### config.mk
export PLATFORM = sky130hd
export DESIGN_NAME = mem_stage_requester
export DESIGN_NICKNAME = d
export VERILOG_FILES = /design/src/rtl/mem_stage_requester.sv
export SDC_FILE = /design/constraint.sdc
export NUM_CORES = 1
export LEC_CHECK = 0
export ABC_AREA = 1
export CAP_MARGIN = 40
export CORE_AREA = 2 2 179 181
export CTS_CLUSTER_SIZE = 14
export DETAILED_ROUTE_END_ITERATION = 8
export DIE_AREA = 0 0 181 183
export GPL_ROUTABILITY_DRIVEN = 1
export GPL_TIMING_DRIVEN = 0
export PLACE_DENSITY_LB_ADDON = 0.1
export SYNTH_ARGS = -nofsm -noshare
export SYNTH_HDL_FRONTEND = slang
export SYNTH_SLANG_ARGS = --single-unit
export TNS_END_PERCENT = 1
### constraint.sdc
create_clock -name clk -period 9.4 [get_ports clk]
set_clock_uncertainty 0.2 [all_clocks]
set_input_delay 1.88 -clock clk [delete_from_list [all_inputs] [get_ports clk]]
set_output_delay 1.88 -clock clk [all_outputs]
set_load 0.02 [all_outputs]
### src/rtl/mem_stage_requester.sv
// mem_stage_requester
//   Initiator side of the SEQ data-memory interface. Takes one decoded
//   instruction's memory operands from execute, selects the address, data
//   and direction for the opcode, range-checks the address, and issues one
//   read or write request over a req/ack handshake. Returns Value_M and a
//   memory status to write-back / PC-update.
//
//   Optional build macro: MEM_TIMEOUT_EN
//     When defined, a request that sees no mem_ack for TIMEOUT_CYCLES
//     cycles is aborted with mem_stat = TIMEOUT. Otherwise REQ waits
//     indefinitely for mem_ack.
//
// Ports:
//   clk, rst                   clock, asynchronous active-high reset
//   start                      one-cycle pulse, operands valid
//   Ins_Code                   instruction icode
//   instruction_invalid_check  1 = icode invalid, no access performed
//   value_A, Value_E, Val_P    operand values from decode/execute
//   busy                       high from accepted start until done
//   done                       one-cycle pulse, results valid
//   Value_M                    read data, held until the next completed read
//   mem_stat                   0 OK, 1 ADR, 2 TIMEOUT, 3 INS
//   mem_req, mem_we            request / direction to the memory responder
//   mem_addr, mem_wdata        request address and write data
//   mem_ack, mem_rdata         responder acknowledge and read data

module mem_stage_requester #(
  parameter int unsigned DATA_W         = 64,
  parameter int unsigned ADDR_LIMIT     = 4095,
  parameter int unsigned TIMEOUT_CYCLES = 16
) (
  input  logic              clk,
  input  logic              rst,
  input  logic              start,
  input  logic [3:0]        Ins_Code,
  input  logic              instruction_invalid_check,
  input  logic [DATA_W-1:0] value_A,
  input  logic [DATA_W-1:0] Value_E,
  input  logic [DATA_W-1:0] Val_P,
  output logic              busy,
  output logic              done,
  output logic [DATA_W-1:0] Value_M,
  output logic [1:0]        mem_stat,
  output logic              mem_req,
  output logic              mem_we,
  output logic [DATA_W-1:0] mem_addr,
  output logic [DATA_W-1:0] mem_wdata,
  input  logic              mem_ack,
  input  logic [DATA_W-1:0] mem_rdata
);

  localparam logic [3:0] I_RMMOVQ = 4'd4;
  localparam logic [3:0] I_MRMOVQ = 4'd5;
  localparam logic [3:0] I_CALL   = 4'd8;
  localparam logic [3:0] I_RET    = 4'd9;
  localparam logic [3:0] I_PUSHQ  = 4'd10;
  localparam logic [3:0] I_POPQ   = 4'd11;

  localparam logic [1:0] STAT_OK  = 2'd0;
  localparam logic [1:0] STAT_ADR = 2'd1;
  localparam logic [1:0] STAT_TMO = 2'd2;
  localparam logic [1:0] STAT_INS = 2'd3;

  localparam logic [DATA_W-1:0] LIMIT = DATA_W'(ADDR_LIMIT);

  typedef enum logic [1:0] {
    S_IDLE = 2'd0,
    S_REQ  = 2'd1,
    S_DONE = 2'd2
  } state_t;

  state_t state, state_d;

  logic              busy_d, done_d, req_d, we_d;
  logic [DATA_W-1:0] addr_d, wdata_d, valm_d;
  logic [1:0]        stat_d;

  // Per-opcode operand selection
  logic              is_mem;
  logic              sel_we;
  logic [DATA_W-1:0] sel_addr;
  logic [DATA_W-1:0] sel_wdata;

`ifdef MEM_TIMEOUT_EN
  localparam int unsigned CNT_W = $clog2(TIMEOUT_CYCLES + 1);
  localparam logic [CNT_W-1:0] CNT_LAST = CNT_W'(TIMEOUT_CYCLES - 1);
  logic [CNT_W-1:0] cnt, cnt_d;
`endif

  always_comb begin
    is_mem    = 1'b1;
    sel_we    = 1'b0;
    sel_addr  = Value_E;
    sel_wdata = '0;
    unique case (Ins_Code)
      I_RMMOVQ: begin sel_we = 1'b1; sel_wdata = value_A; end
      I_MRMOVQ: sel_we = 1'b0;
      I_CALL:   begin sel_we = 1'b1; sel_wdata = Val_P; end
      I_PUSHQ:  begin sel_we = 1'b1; sel_wdata = value_A; end
      I_POPQ:   sel_addr = value_A;
      I_RET:    sel_addr = value_A;
      default:  is_mem = 1'b0;
    endcase
  end

  always_comb begin
    state_d = state;
    busy_d  = busy;
    done_d  = 1'b0;
    req_d   = mem_req;
    we_d    = mem_we;
    addr_d  = mem_addr;
    wdata_d = mem_wdata;
    valm_d  = Value_M;
    stat_d  = mem_stat;
`ifdef MEM_TIMEOUT_EN
    cnt_d   = cnt;
`endif
    unique case (state)
      S_IDLE: begin
        if (start) begin
          busy_d = 1'b1;
          if (instruction_invalid_check) begin
            stat_d  = STAT_INS;
            done_d  = 1'b1;
            state_d = S_DONE;
          end else if (!is_mem) begin
            stat_d  = STAT_OK;
            done_d  = 1'b1;
            state_d = S_DONE;
          end else if (sel_addr > LIMIT) begin
            // Unsigned compare: negative addresses (MSB set) land here too
            stat_d  = STAT_ADR;
            done_d  = 1'b1;
            state_d = S_DONE;
          end else begin
            req_d   = 1'b1;
            we_d    = sel_we;
            addr_d  = sel_addr;
            wdata_d = sel_wdata;
            stat_d  = STAT_OK;
            state_d = S_REQ;
`ifdef MEM_TIMEOUT_EN
            cnt_d   = '0;
`endif
          end
        end
      end
      S_REQ: begin
        // Ack takes priority over the timeout limit in the same cycle
        if (mem_ack) begin
          req_d = 1'b0;
          if (!mem_we) valm_d = mem_rdata;
          stat_d  = STAT_OK;
          done_d  = 1'b1;
          state_d = S_DONE;
        end
`ifdef MEM_TIMEOUT_EN
        else if (cnt == CNT_LAST) begin
          req_d   = 1'b0;
          stat_d  = STAT_TMO;
          done_d  = 1'b1;
          state_d = S_DONE;
        end else begin
          cnt_d = cnt + 1'b1;
        end
`endif
      end
      S_DONE: begin
        busy_d  = 1'b0;
        state_d = S_IDLE;
      end
      default: begin
        busy_d  = 1'b0;
        req_d   = 1'b0;
        state_d = S_IDLE;
      end
    endcase
  end

  always_ff @(posedge clk or posedge rst) begin
    if (rst) begin
      state     <= S_IDLE;
      busy      <= 1'b0;
      done      <= 1'b0;
      mem_req   <= 1'b0;
      mem_we    <= 1'b0;
      mem_addr  <= '0;
      mem_wdata <= '0;
      Value_M   <= '0;
      mem_stat  <= STAT_OK;
    end else begin
      state     <= state_d;
      busy      <= busy_d;
      done      <= done_d;
      mem_req   <= req_d;
      mem_we    <= we_d;
      mem_addr  <= addr_d;
      mem_wdata <= wdata_d;
      Value_M   <= valm_d;
      mem_stat  <= stat_d;
    end
  end

`ifdef MEM_TIMEOUT_EN
  always_ff @(posedge clk or posedge rst) begin
    if (rst) cnt <= '0;
    else     cnt <= cnt_d;
  end
`endif

endmodule

Word-level counts from Yosys, hierarchy flattened
Index checks and enable logic that the tools add are counted.
{"block": "word_totals", "reg_bits": 200, "output_inout_bits": 198, "wordCells": 70}
{"block": "op_classes", "n_lt_le_gt_ge": 1, "eq_ne": 13, "muxes": 30, "n_bitwise": 5, "reduce_logical": 12}
{"op": "$pmux W64 S2", "n": 1}
{"op": "$gt A64 B12 Y1 const B", "n": 1}
{"op": "$mux W64", "n": 1}
{"op": "$eq A4 B4 Y1 const B", "n": 4}
{"op": "$mux W2", "n": 8}
{"op": "$mux W1", "n": 15}
{"op": "$ne A2 B2 Y1 const B", "n": 5}
{"op": "$eq A4 B3 Y1 const B", "n": 2}
{"op": "$pmux W2 S2", "n": 2}
{"op": "$reduce_and A3 Y1", "n": 2}
{"op": "$reduce_and A6 Y1", "n": 1}
{"op": "$reduce_or A6 Y1", "n": 1}
{"op": "$not A1 Y1", "n": 5}
{"op": "$reduce_and A5 Y1", "n": 1}
{"op": "$pmux W1 S2", "n": 2}
{"op": "$reduce_and A2 Y1", "n": 2}
{"op": "$reduce_or A2 Y1", "n": 2}
{"op": "$pmux W1 S3", "n": 1}
{"op": "$reduce_or A3 Y1", "n": 1}
{"op": "$eq A2 B1 Y1 const B", "n": 1}
{"op": "$eq A2 B2 Y1 const B", "n": 1}
{"op": "$logic_not A2 Y1", "n": 1}
{"op": "$reduce_bool A2 Y1", "n": 1}

Logic depth before layout (Yosys ltp)
{"block": "logic_depth", "depth_word": 9, "mapped_depth": 17, "depth_no_buf": 14}

Worst setup path after synthesis
Ideal clock, no wire load.
{"block": "synth_timing", "path_kind": "in2reg", "startpoint": "input Ins_Code[0]", "endpoint": "register mem_wdata[0]", "arrival_time_ns": 3.556, "path_slack_ns": 5.525, "cell_stages": 17, "path_buffers": 4, "cell_sequence": "buf_2 nand3_4 buf_2 nand2_1 nand2_1 nor2_1 nand2_1 nor2_1 nand2_1 nor2_1 nand2_1 nor2_4 nand2_2 buf_2 buf_4 nand2_1 nand2_1"}
{"block": "synth_via", "elab_chain_cells": 6, "elab_cells_between_ends": 15, "classes_between": "order compare (1); eq/ne (6); mux (3); bitwise (1); reduce/logical (4)"}
{"item": "start: declaration", "line": "35", "source": "input logic [3:0] Ins_Code,"}
{"item": "$eq A4 B4 Y1", "line": "95", "source": "unique case (Ins_Code)"}
{"item": "$reduce_or A2 Y1 (no line)"}
{"item": "$mux W64", "line": "95"}
{"item": "$gt A64 B12 Y1", "line": "131", "source": "end else if (sel_addr > LIMIT) begin"}
{"item": "$not A1 Y1 (no line)"}
{"item": "$reduce_and A5 Y1 (no line)"}
{"item": "end signal: assignment", "line": "199", "source": "mem_wdata <= wdata_d;"}
{"item": "end: declaration", "line": "47", "source": "output logic [DATA_W-1:0] mem_wdata,"}
Parallel ways exist; a longest one is shown, timed or not.
A chain may end at the register's enable or synchronous reset.

Worst setup path after layout
{"block": "layout_timing", "startpoint": "input Ins_Code[3]", "endpoint": "register mem_addr[55]"}
{"block": "layout_via", "elab_chain_cells": 6, "elab_cells_between_ends": 13, "classes_between": "order compare (1); eq/ne (6); mux (2); bitwise (1); reduce/logical (3)"}
{"item": "$eq A4 B4 Y1", "line": "95"}
{"item": "$reduce_or A2 Y1 (no line)"}
{"item": "$mux W64", "line": "95"}
{"item": "$gt A64 B12 Y1", "line": "131"}
{"item": "$not A1 Y1 (no line)"}
{"item": "$reduce_and A5 Y1 (no line)"}
{"item": "end signal: assignment", "line": "198", "source": "mem_addr <= addr_d;"}
{"item": "end: declaration", "line": "46", "source": "output logic [DATA_W-1:0] mem_addr,"}
Parallel ways exist; a longest one is shown, timed or not.

==> summary.txt <==
Status
  – Outcome: complete, no violations

Yosys
  – Number of synthesized flops with an enable pin: 0
  – Most frequent cell after synthesis: nand2_1
  – Sequential-to-total area share from yosys stat: 52.2%
  – Ys Warns: 0
  – Average size of a mapped cell: 8.33 um2
  – Top cells by count, synth: nand2_1 (304), dfrtp_1 (200), inv_1 (146)
  – Area leader, netlist: dfrtp_1
  – Syn_nets: 1417
  – Gate Count Post-Synth: 1152
  – Post-synth cell types: 20
  – Fraction of registers with async set/reset: 100%
  – Top cell type's share of synthesized area: 52.2%
  – Top FF cell, synth: dfrtp_1
  – Synth area leaders: dfrtp_1 (52%), nand2_1 (12%), mux2_2 (7.5%)
  – FF+latch count, synth: 200
  – Syn Std Cell Area: 9600 um2

Route
  – First-pass iteration count of the detailed router: 4
  – Routed Antenna Nets: 0
  – WL final: 38600 um
  – Starting DRT DRC Count: 575
  – Vias per cell: 4.71
  – Wirelength per Cell: 18.8 um
  – DR vias: 9667
  – Drt drc: 0

Run
  – Max cap viols: 0

STA
  – Setup WS post-layout: 4.54 ns
  – Final Hold Viols: 0
  – Max-slew violation count: 0
  – Max transition margin: 50.6%
  – Measured slew at the worst slew-check pin: 0.741 ns
  – Maximum achievable frequency: 206 MHz
  – RSZ-0062 raised after global routing: no
  – Fin crit period: 4.86 ns
  – Setup Total Neg Slack: 0 ns
  – Setup-failing EPs final: 0
  – Hold Slack: 0.278 ns
  – Tcrit/Tclk final: 51.7%

Critical path
  – Worst Path Required: 9.52 ns
  – Reg2reg start: state[1]
  – Crit-path max FO: 10
  – CP Launch Type: input port
  – Crit Path Class: input port to register
  – Critical Path Sink Type: register
  – Crit-path max cell delay: 0.60 ns
  – FF-to-FF setup slack: 6.83 ns
  – RR Endpoint: mem_wdata[39]
  – Critical path's slowest cell: clkdlybuf4s50_1
  – Worst-case reg-to-reg path depth: 7
  – Critical path cell sequence: clkdlybuf4s50_1 -> inv_2 -> nor2_4 -> buf_4 -> nand3_1 -> nand2_1 -> nand2_1 -> nor2_1 -> nand3_1 -> nor2_1 -> nand2_1 -> nor3_1 -> buf_2 -> buf_4 -> nor2_1
  – Worst EP arrival: 4.99 ns
  – Delay-heaviest family, CP: simple AND/OR/NAND/NOR gates
  – Buf+Inv Stages, Crit Path: 5

CTS
  – Postcts setup bufs: 0
  – CTS Buf Count: 17
  – CTS sink cnt: 200
  – Clk root buf: clkbuf_16
  – Worst-skew pair later-pin latency: 0.43 ns
  – Hold Buf Count CTS: 0
  – Clock buffer depth: 2
  – TritonCTS clock tree: done
  – H-Tree Depth: 4
  – Clk pin slew, worst setup/hold paths: 0.07 ns
  – PostCTS Resize Cnt: 0

Power and ir drop
  – Share of power burned in combinational logic: 12.9%
  – Pint: 1.41 mW
  – Clock group share of total power: 41.4%
  – Static Leakage: 7.60 nW
  – Power per Cell Area: 123 nW/um2
  – Reg power frac: 45.7%
  – Switching Share: 25.1%
  – NetSw: 0.475 mW
  – Maximum vdd drop: 0.119 mV

Global route
  – Largest net degree at the start of global routing: 102
  – Vias in the first global route: 9493
  – Initial antenna violation count: 4
  – First-pass GRT wire length: 57700 um
  – Global Route Usage Sum: 23.0%
  – Global route overflow: 0

Hold path
  – Worst hold endpoint: mem_stat[1]
  – Hold Crit Depth: 2
  – Worst min path class: register to register
  – Hold path start: mem_stat[1]

Die
  – Core Region: 31200 um2
  – IO Count: 463
  – Num rows: 65
  – Die area: 33100 um2
  – Die width: 181 um
  – Chip height: 183 um
  – Initial Utilization: 30.7%

Cells and area
  – Fraction of layout cells with a size suffix above 1: 8.00%
  – Fillers: 3069
  – Area Growth Syn to Fin: 60.6%
  – Final net count: 1901

Placement
  – Worst slack, placed: 4.02 ns
  – HPWL Detailed: 30500 um
  – Port buffer count: 461
  – GP Congestion: 0.902
## state kept, by name, indices dropped and copies added (netlist names)
register   cells
mem_req        1
busy           1
mem_stat       2
mem_we         1
state          2
Value_M       64
mem_wdata     64
done           1
mem_addr      64
## cell usage in the layout, fill, tap and decap left out, types with 2 or more instances in the layout
| master | netlist | final |
|---|---|---|
| clkdlybuf4s50_1 | 0 | 461 |
| nand2_1 | 304 | 304 |
| dfrtp_1 | 200 | 200 |
| inv_1 | 146 | 145 |
| nand3_1 | 85 | 85 |
| nor2_1 | 84 | 84 |
| o21ai_0 | 83 | 83 |
| nand4_1 | 83 | 83 |
| mux2_2 | 64 | 64 |
| clkbuf_1 | 52 | 53 |
| clkbuf_16 | 0 | 17 |
| o21ai_1 | 15 | 15 |
| buf_2 | 14 | 14 |
| buf_4 | 12 | 12 |
| clkinvlp_4 | 0 | 4 |
| inv_6 | 0 | 3 |
| bufinv_16 | 0 | 3 |
| buf_6 | 0 | 3 |
| inv_2 | 2 | 2 |
| nor2_4 | 2 | 2 |
| clkinv_8 | 0 | 2 |
## kinds of logic (layout without fill, tap and decap cells)
| logic type | after synthesis | after routing | synth area share [%] |
|---|---|---|---|
| other | 0 | 1 | 0 |
| AO/OA/AOI/OAI | 100 | 100 | 5.24 |
| multiplexers | 64 | 64 | 7.51 |
| AND/OR/NAND/NOR | 561 | 561 | 25.6 |
| flip-flops | 200 | 200 | 52.2 |
| buffers and inverters | 227 | 724 | 9.53 |
## per-layer routing
metal | global-route usage (%) | wire, um | up-vias
met3 | 5.90 | 2960 | 42
met5 | 0 | 35 | -
li1 | - | - | 4678
met4 | 6.11 | 646 | 6
met1 | 28.5 | 15900 | 4529
met2 | 39.9 | 19000 | 412
## worst reg2reg max path: cells and delay by family, from the launching register on
| family | cells | cell delay [ns] |
|---|---|---|
| buf+inv | 3 | 1.15 |
| flops | 1 | 0.43 |
| simple gates | 4 | 0.75 |
## power groups by stage
stage,Clock (mW),Sequential [mW],Combinational (mW)
after floorplan,0,0.883,0.0797
after global placement,0,0.881,0.242
after detailed placement,0,0.880,0.245
after CTS,0.804,0.863,0.246
after global routing,0.833,0.863,0.266
final,0.783,0.863,0.244
## final cells by class
class | count | area [um2] | share of cell area [%]
clock inverters | 14 | 193 | 1.25
clock buffers | 18 | 429 | 2.79
plain buffers | 79 | 359 | 2.33
flip-flops and latches | 200 | 5000 | 32.5
inverters | 148 | 563 | 3.65
diodes | 1 | 2.50 | 0.0162
well taps | 402 | 503 | 3.26
multi-input cells | 725 | 3680 | 23.9
repair buffers | 465 | 4680 | 30.4
## how the worst max path moves through the flow
stage               cells after the start        start       endpoint  slack (ns)
detailed placement                     14  Ins_Code[2]  mem_wdata[39]        4.02
floorplan                               1          rst     Value_M[0]        1.87
finish                                 15  Ins_Code[3]   mem_addr[55]        4.54
global placement                        2          rst  mem_wdata[38]       -1.30
CTS                                    14  Ins_Code[2]  mem_wdata[39]        4.48
global route                           13  Ins_Code[2]   mem_addr[57]        4.22
## metrics by stage
step           instances  total power [mW]  util (%)  area [um2]
2_1_floorplan       1152             0.963         -        9600
6_report            2052              1.89      49.3       15400
3_3_place_gp        2015              1.12      47.1       14700
4_1_cts             2051              1.91      49.3       15400
3_5_place_dp        2019              1.13      47.3       14800
5_1_grt             2052              1.96      49.3       15400
(Power assumes the default switching activity.)
